## src/rtl/servo_pwm_rx_pkg.sv

```systemverilog
// Shared types and widths for the servo PWM receive monitor.
// State encoding is fixed so register-interface software can decode it.
package servo_pwm_rx_pkg;

   localparam int UI_W = 12;
   localparam int WD_W = 24;

   typedef enum logic [1:0] {
      ST_FAILSAFE = 2'd0,
      ST_ACQUIRE  = 2'd1,
      ST_LOCKED   = 2'd2
   } rx_state_t;

   // Inclusive window test; an inverted window (lo > hi) rejects everything.
   function automatic logic in_window(input logic [UI_W-1:0] ticks,
                                      input logic [UI_W-1:0] lo,
                                      input logic [UI_W-1:0] hi);
      return (ticks >= lo) && (ticks <= hi);
   endfunction

   function automatic logic [UI_W:0] centre_offset(input logic [UI_W-1:0] pos,
                                                   input logic [UI_W-1:0] centre);
      return {1'b0, pos} - {1'b0, centre};
   endfunction

endpackage

```

## src/rtl/servo_pwm_rx_monitor_if.sv

```systemverilog
// Pulse-measurement stream in from the capture stage and held position out.
// The capture side is the master; the monitor is the slave.
interface servo_pwm_rx_monitor_if;
   import servo_pwm_rx_pkg::*;

   logic [UI_W-1:0] pwm_rx_ui_ticks;
   logic            pwm_rx_ui_ticks_dv;
   logic [UI_W-1:0] servo_pos;
   logic [UI_W:0]   servo_pos_signed;
   logic            servo_pos_dv;

   modport master (
      output pwm_rx_ui_ticks, pwm_rx_ui_ticks_dv,
      input  servo_pos, servo_pos_signed, servo_pos_dv
   );

   modport slave (
      input  pwm_rx_ui_ticks, pwm_rx_ui_ticks_dv,
      output servo_pos, servo_pos_signed, servo_pos_dv
   );

endinterface

```

## src/rtl/servo_pwm_rx_watchdog.sv

```systemverilog
// Frame watchdog: counts enabled clocks since the last clear and pulses
// expire on the cycle the count reaches TIMEOUT_CLKS-1.
module servo_pwm_rx_watchdog
   import servo_pwm_rx_pkg::*;
#(
   parameter int TIMEOUT_CLKS = 2500000
) (
   input  logic clk,
   input  logic rst_n,
   input  logic enable,
   input  logic clear,
   output logic expire
);

   localparam logic [WD_W-1:0] LAST_COUNT = WD_W'(TIMEOUT_CLKS - 1);

   logic [WD_W-1:0] count_reg;

   // A clear in the expiry cycle wins, so a late but valid pulse keeps the link.
   assign expire = enable && !clear && (count_reg == LAST_COUNT);

   always_ff @(posedge clk or negedge rst_n) begin
      if (!rst_n) begin
         count_reg <= '0;
      end else if (!enable || clear || expire) begin
         count_reg <= '0;
      end else begin
         count_reg <= count_reg + 1'b1;
      end
   end

endmodule

```

## src/rtl/servo_pwm_rx_monitor.sv

```systemverilog
// Validates captured servo pulses, tracks lock, and drives a held position
// with failsafe substitution, link status and a saturating reject counter.
module servo_pwm_rx_monitor
   import servo_pwm_rx_pkg::*;
#(
   parameter int CONFIRM_N    = 3,
   parameter int MAX_BAD      = 4,
   parameter int TIMEOUT_CLKS = 2500000
) (
   input  logic                  clk,
   input  logic                  rst_n,
   servo_pwm_rx_monitor_if.slave rx,
   input  logic [UI_W-1:0]       min_ui,
   input  logic [UI_W-1:0]       max_ui,
   input  logic [UI_W-1:0]       center_ui,
   input  logic [UI_W-1:0]       failsafe_ui,
   input  logic                  err_clr,
   output logic                  link_ok,
   output logic                  failsafe,
   output logic [7:0]            err_cnt
);

   localparam logic [3:0] CONFIRM_LAST = 4'(CONFIRM_N - 1);
   localparam logic [3:0] BAD_LAST     = 4'(MAX_BAD - 1);

   rx_state_t       state_reg;
   logic [3:0]      good_cnt_reg;
   logic [3:0]      bad_run_reg;
   logic [UI_W-1:0] servo_pos_reg;
   logic [UI_W:0]   servo_signed_reg;
   logic            servo_dv_reg;
   logic            link_ok_reg;
   logic            failsafe_reg;
   logic [7:0]      err_cnt_reg;
   logic [7:0]      err_cnt_next;

   logic [UI_W-1:0] ticks;
   logic            accepted;
   logic            rejected;
   logic            bad_limit;
   logic            timeout;

   assign ticks     = rx.pwm_rx_ui_ticks;
   assign accepted  = rx.pwm_rx_ui_ticks_dv && in_window(ticks, min_ui, max_ui);
   assign rejected  = rx.pwm_rx_ui_ticks_dv && !accepted;
   assign bad_limit = (state_reg == ST_LOCKED) && rejected && (bad_run_reg == BAD_LAST);

   servo_pwm_rx_watchdog #(
      .TIMEOUT_CLKS(TIMEOUT_CLKS)
   ) u_watchdog (
      .clk   (clk),
      .rst_n (rst_n),
      .enable(state_reg != ST_FAILSAFE),
      .clear (accepted || bad_limit),
      .expire(timeout)
   );

   // A clear that coincides with a rejection still counts that rejection.
   always_comb begin
      err_cnt_next = err_cnt_reg;
      if (err_clr) begin
         err_cnt_next = rejected ? 8'd1 : 8'd0;
      end else if (rejected && (err_cnt_reg != 8'hFF)) begin
         err_cnt_next = err_cnt_reg + 8'd1;
      end
   end

   always_ff @(posedge clk or negedge rst_n) begin
      if (!rst_n) begin
         state_reg        <= ST_FAILSAFE;
         good_cnt_reg     <= '0;
         bad_run_reg      <= '0;
         servo_pos_reg    <= '0;
         servo_signed_reg <= '0;
         servo_dv_reg     <= 1'b0;
         link_ok_reg      <= 1'b0;
         failsafe_reg     <= 1'b1;
         err_cnt_reg      <= '0;
      end else begin
         servo_dv_reg <= 1'b0;
         err_cnt_reg  <= err_cnt_next;
         case (state_reg)
            ST_FAILSAFE: begin
               if (accepted) begin
                  good_cnt_reg <= 4'd1;
                  failsafe_reg <= 1'b0;
                  if (CONFIRM_N == 1) begin
                     state_reg        <= ST_LOCKED;
                     link_ok_reg      <= 1'b1;
                     servo_pos_reg    <= ticks;
                     servo_signed_reg <= centre_offset(ticks, center_ui);
                     servo_dv_reg     <= 1'b1;
                  end else begin
                     state_reg <= ST_ACQUIRE;
                  end
               end
            end
            ST_ACQUIRE: begin
               if (timeout) begin
                  state_reg        <= ST_FAILSAFE;
                  servo_pos_reg    <= failsafe_ui;
                  servo_signed_reg <= centre_offset(failsafe_ui, center_ui);
                  servo_dv_reg     <= 1'b1;
                  good_cnt_reg     <= '0;
                  bad_run_reg      <= '0;
                  link_ok_reg      <= 1'b0;
                  failsafe_reg     <= 1'b1;
               end else if (accepted) begin
                  good_cnt_reg <= good_cnt_reg + 4'd1;
                  if (good_cnt_reg == CONFIRM_LAST) begin
                     state_reg        <= ST_LOCKED;
                     link_ok_reg      <= 1'b1;
                     bad_run_reg      <= '0;
                     servo_pos_reg    <= ticks;
                     servo_signed_reg <= centre_offset(ticks, center_ui);
                     servo_dv_reg     <= 1'b1;
                  end
               end else if (rejected) begin
                  good_cnt_reg <= '0;
               end
            end
            ST_LOCKED: begin
               if (timeout || bad_limit) begin
                  state_reg        <= ST_FAILSAFE;
                  servo_pos_reg    <= failsafe_ui;
                  servo_signed_reg <= centre_offset(failsafe_ui, center_ui);
                  servo_dv_reg     <= 1'b1;
                  good_cnt_reg     <= '0;
                  bad_run_reg      <= '0;
                  link_ok_reg      <= 1'b0;
                  failsafe_reg     <= 1'b1;
               end else if (accepted) begin
                  servo_pos_reg    <= ticks;
                  servo_signed_reg <= centre_offset(ticks, center_ui);
                  servo_dv_reg     <= 1'b1;
                  bad_run_reg      <= '0;
               end else if (rejected) begin
                  bad_run_reg <= bad_run_reg + 4'd1;
               end
            end
            default: begin
               state_reg        <= ST_FAILSAFE;
               servo_pos_reg    <= failsafe_ui;
               servo_signed_reg <= centre_offset(failsafe_ui, center_ui);
               servo_dv_reg     <= 1'b1;
               good_cnt_reg     <= '0;
               bad_run_reg      <= '0;
               link_ok_reg      <= 1'b0;
               failsafe_reg     <= 1'b1;
            end
         endcase
      end
   end

   assign rx.servo_pos        = servo_pos_reg;
   assign rx.servo_pos_signed = servo_signed_reg;
   assign rx.servo_pos_dv     = servo_dv_reg;
   assign link_ok             = link_ok_reg;
   assign failsafe            = failsafe_reg;
   assign err_cnt             = err_cnt_reg;

endmodule

```

## src/flat_wrapper.sv

```systemverilog
// flat-port wrapper written by rule: the top's interface ports become plain ports
module servo_pwm_rx_monitor_flat import servo_pwm_rx_pkg::*;
#(
   parameter int CONFIRM_N    = 3,
   parameter int MAX_BAD      = 4,
   parameter int TIMEOUT_CLKS = 2500000
)
  (clk, rst_n, min_ui, max_ui, center_ui, failsafe_ui, err_clr, link_ok, failsafe, err_cnt, rx_pwm_rx_ui_ticks, rx_pwm_rx_ui_ticks_dv, rx_servo_pos, rx_servo_pos_signed, rx_servo_pos_dv);
  servo_pwm_rx_monitor_if rx_i ();
  input  logic clk;
  input  logic rst_n;
  input  logic [UI_W-1:0] min_ui;
  input  logic [UI_W-1:0] max_ui;
  input  logic [UI_W-1:0] center_ui;
  input  logic [UI_W-1:0] failsafe_ui;
  input  logic err_clr;
  output logic link_ok;
  output logic failsafe;
  output logic [7:0] err_cnt;
  input wire logic [$bits(rx_i.pwm_rx_ui_ticks)-1:0] rx_pwm_rx_ui_ticks;
  input wire logic [$bits(rx_i.pwm_rx_ui_ticks_dv)-1:0] rx_pwm_rx_ui_ticks_dv;
  output wire logic [$bits(rx_i.servo_pos)-1:0] rx_servo_pos;
  output wire logic [$bits(rx_i.servo_pos_signed)-1:0] rx_servo_pos_signed;
  output wire logic [$bits(rx_i.servo_pos_dv)-1:0] rx_servo_pos_dv;
  assign rx_i.pwm_rx_ui_ticks = rx_pwm_rx_ui_ticks;
  assign rx_i.pwm_rx_ui_ticks_dv = rx_pwm_rx_ui_ticks_dv;
  assign rx_servo_pos = rx_i.servo_pos;
  assign rx_servo_pos_signed = rx_i.servo_pos_signed;
  assign rx_servo_pos_dv = rx_i.servo_pos_dv;
  servo_pwm_rx_monitor #(.CONFIRM_N(CONFIRM_N), .MAX_BAD(MAX_BAD), .TIMEOUT_CLKS(TIMEOUT_CLKS)) u_core (.clk(clk), .rst_n(rst_n), .rx(rx_i), .min_ui(min_ui), .max_ui(max_ui), .center_ui(center_ui), .failsafe_ui(failsafe_ui), .err_clr(err_clr), .link_ok(link_ok), .failsafe(failsafe), .err_cnt(err_cnt));
endmodule
```

## config.mk

```make
export PLATFORM = sky130hd
export DESIGN_NAME = servo_pwm_rx_monitor_flat
export DESIGN_NICKNAME = d
export VERILOG_FILES = /design/src/rtl/servo_pwm_rx_pkg.sv /design/src/rtl/servo_pwm_rx_monitor_if.sv /design/src/rtl/servo_pwm_rx_watchdog.sv /design/src/rtl/servo_pwm_rx_monitor.sv /design/src/flat_wrapper.sv
export SDC_FILE = /design/constraint.sdc
export NUM_CORES = 1
export LEC_CHECK = 0
export ABC_AREA = 1
export BUFFER_PORTS_ARGS = -buffer_cell sky130_fd_sc_hd__buf_2
export CAP_MARGIN = 20
export CELL_PAD_IN_SITES_DETAIL_PLACEMENT = 0
export CELL_PAD_IN_SITES_GLOBAL_PLACEMENT = 1
export CORE_MARGIN = 2
export CORE_UTILIZATION = 41
export DETAILED_ROUTE_END_ITERATION = 16
export HOLD_SLACK_MARGIN = 0.02
export PLACE_DENSITY_LB_ADDON = 0.05
export SLEW_MARGIN = 20
export SYNTH_ARGS = -nofsm -noshare
export SYNTH_HDL_FRONTEND = slang
export SYNTH_SLANG_ARGS = --single-unit
```

## constraint.sdc

```tcl
create_clock -name clk -period 2.5 [get_ports clk]
set_input_delay 0 -clock clk [delete_from_list [all_inputs] [get_ports clk]]
set_output_delay 0 -clock clk [all_outputs]
set_load 0.02 [all_outputs]
```

==> impl_metrics.tcl <==
set metrics [dict create \
    outcome "finished, final reports clean" \
    stdcell_count 1126 \
    final_antenna_net_count 0 \
    syn_inst 811 \
    utilization_pct 51.8 \
    required_ps 2730 \
    grt_pass1_vias 5264 \
    yosys_warnings 0 \
    fill_cells 1380 \
    viasPerCell 4.92 \
    start_util_pct 41.9 \
    numPortBuffers 99 \
    holdWs_ps 36.0 \
    numCtsBuffers 9 \
    clockRootBuffer "clkbuf_16" \
    maxCapViolCount 0 \
    num_rows 43 \
    num_antenna_cells 0 \
    numClockSinks 70 \
    ys_seq_elements 70 \
    gp_congestion 0.890 \
    clkPwrFrac_pct 23.5 \
    synth-edff-count 0 \
    met3_length_um 759 \
    drtPass1Iterations 5 \
    grt_max_degree 71 \
    p_switching_mw 2.94 \
    stdcell_area_um2 7170 \
    htreeDepth 3 \
    dp.final_hpwl_mm 12.7 \
    hold_viol 0 \
    hp-class "in2reg" \
    critPathMaxFanout 9 \
    drive_gt1_share_pct 19.1 \
    die_x_um 123 \
    grt_usage_pct 21.9 \
    placed_area_um2 6620 \
    clk_pin_slew_ps 60 \
    cts_tree "yes" \
    arrival_ps 2560 \
    drtIter0Drc 407 \
    met2WireLength_mm 6.65 \
    clock_latency_ps 340 \
    finClkSkew_ps 10.4 \
    drt_wl_total_mm 15.7 \
    synth_nets 934 \
    largest_register_ffs 24 \
    antenna_found_initial 0 \
    gr-total-overflow 0 \
    wl_per_cell_um 13.9 \
    dp_worst_setup_slack_ps -31.7 \
    fmax_mhz 429 \
    syn_to_final_growth_pct 23.6 \
    yosysSeqAreaShare_pct 30.2 \
    crit_path_start_kind "register" \
    drc_errors 0 \
    comb_power_share_pct 52.7 \
    top_level_ports 100 \
    grt_pass1_wl_mm 25.8 \
    synth_flop_cell "dfrtp_1" \
    intPower_mw 3.88 \
    placedCellCount 1098 \
    routed.top_layer "met4" \
    vias 5537 \
    synthDistinctLibCells 46 \
    peakVddDrop_uv 414 \
    die_h_um 123 \
    switching_share_pct 43.1 \
    seqPwrFrac_pct 23.9 \
    fin_tns_setup_ps 0 \
    worstSetupEndpointType "register" \
    worstSetupPathType "reg2reg" \
    maxSlewViolCount 0 \
    async_flop_share_pct 100 \
    min_period_ps 2330 \
    netlist_area_um2 5800 \
    setup_viol 0 \
    synth_area_per_cell_um2 7.15 \
    power_mw 6.82 \
    core_region_area_um2 13800 \
    worstMarginPinSlew_ps 414 \
    p_leak_nw 3.78 \
    die_area_um2 15100 \
    nets 1064 \
    drt-met1-wl_mm 7.97 \
    maxSlewHeadroom_pct 72.1 \
    min_period_over_period_pct 93.3 \
    cts.path.max_buffers 2 \
    pwr_density_cell_nw_per_um2 951 \
    finalWorstSetupSlack_ps 167 \
]
[cells in the mapped netlist, types with 2 or more instances]
library cell,count,area (µm²)
nor2_2,2,12.5
nand2_1,173,649
buf_6,4,45.0
a21oi_1,51,255
nand3_2,2,20.0
nand2_2,2,12.5
xor2_1,19,166
inv_1,132,495
or2_1,7,43.8
o2111ai_1,4,35.0
ha_1,57,713
a21oi_2,5,43.8
dfrtp_1,69,1730
nor3_1,23,115
xnor2_1,4,35.0
nand3b_1,4,30.0
inv_2,6,22.5
buf_2,3,15.0
a211oi_1,2,15.0
fa_1,2,40.0
or2_0,2,12.5
buf_4,3,22.5
o21ai_0,31,155
o21ai_1,6,30.0
nor2_1,74,278
nor4_1,6,37.5
nand3_4,4,70.1
buf_1,2,7.51
and3_1,2,12.5
a31oi_1,3,18.8
nor3b_1,5,37.5
nand3_1,57,285
a21o_1,2,15.0
clkbuf_1,4,15.0
or2_2,4,25.0
nand4_1,25,156
[placed cells by master, fill, tap and decap left out, types with 3 or more instances in the layout]
master | Yosys | layout
nand2_1 | 173 | 172
inv_1 | 132 | 132
buf_2 | 3 | 99
nor2_1 | 74 | 72
dfrtp_1 | 69 | 68
nand3_1 | 57 | 57
ha_1 | 57 | 57
a21oi_1 | 51 | 51
o21ai_0 | 31 | 31
nand4_1 | 25 | 25
buf_4 | 3 | 25
nor3_1 | 23 | 22
xor2_1 | 19 | 19
clkbuf_16 | 0 | 9
dlygate4sd3_1 | 0 | 9
or2_1 | 7 | 7
inv_2 | 6 | 6
o21ai_1 | 6 | 6
nand3_4 | 4 | 5
nor3b_1 | 5 | 5
a21oi_2 | 5 | 5
nand3b_1 | 4 | 4
nor2_2 | 2 | 4
or2_2 | 4 | 4
xnor2_1 | 4 | 4
bufinv_16 | 0 | 4
nor4_1 | 6 | 3
o2111ai_1 | 4 | 3
a31oi_1 | 3 | 3
buf_12 | 0 | 3
[cell type report]
cell class / instances / area (µm²) / share of cell area (%)
clock buffer: 11 / 243 / 3.39
sequential: 70 / 1750 / 24.5
inverter: 138 / 518 / 7.23
clock inverter: 5 / 129 / 1.80
multi-input combinational: 586 / 3470 / 48.4
timing repair buffer: 136 / 833 / 11.6
tap: 180 / 225 / 3.14
[critical path, cell delays in order (launching register included)]
cell and delay [ps]:
dfrtp_1 430, nor4_2 320, nand2_1 170, nor4_4 430, nand3_4 140, nand2_1 150, nand2_4 110, buf_4 190
nand3_1 100, nand2_1 70, nand2_1 70, nand2_1 50
[worst paths after layout]
check	from	end	slack (ps)	cells after the start
setup / recovery	u_core.u_watchdog.count_reg[16]	u_core.rx.servo_pos_signed[11]	170	11
hold / removal	failsafe_ui[2]	u_core.rx.servo_pos[2]	40	5
setup reg to reg	u_core.u_watchdog.count_reg[16]	u_core.rx.servo_pos_signed[11]	170	11
hold reg to reg	u_core.u_watchdog.count_reg[0]	u_core.u_watchdog.count_reg[0]	470	1
max in group asynchronous	rst_n	u_core.failsafe	1940	3
min in group asynchronous	rst_n	u_core.rx.servo_pos_signed[10]	190	3
[kinds of logic after synthesis]
| group | Yosys count | synth area share, % |
|---|---|---|
| and+or+nand+nor | 394 | 31.6 |
| buffers and inverters | 155 | 11.0 |
| AOI/OAI and AO/OA | 110 | 10.7 |
| adders and majority gates | 59 | 13.0 |
| DFF | 70 | 30.2 |
| xor gates and xnor gates | 23 | 3.47 |
[power by group through the flow]
stage / registers (mW) / clock network, mW / logic [mW]
floorplan: 1.91 / 0 / 2.13
global placement: 1.65 / 0 / 3.48
detailed placement: 1.65 / 0 / 3.53
CTS: 1.63 / 1.65 / 3.55
global route: 1.67 / 1.69 / 4.03
finish: 1.63 / 1.60 / 3.59
[per-layer routing]
metal | vias up | track usage (%)
li1 | 2905 | -
met1 | 2474 | 32.0
met2 | 135 | 32.9
met3 | 23 | 3.51
met4 | 0 | 7.40
met5 | - | 0
[timing repair]
item / in CTS / in global routing
setup endpoints to repair: 0 / 29
buffers inserted: 0 / 3
endpoints found under the hold margin: 80 / 0
hold buffers: 9 / 0
resized for setup: 0 / 12
Power figures use the tool's default switching activity.
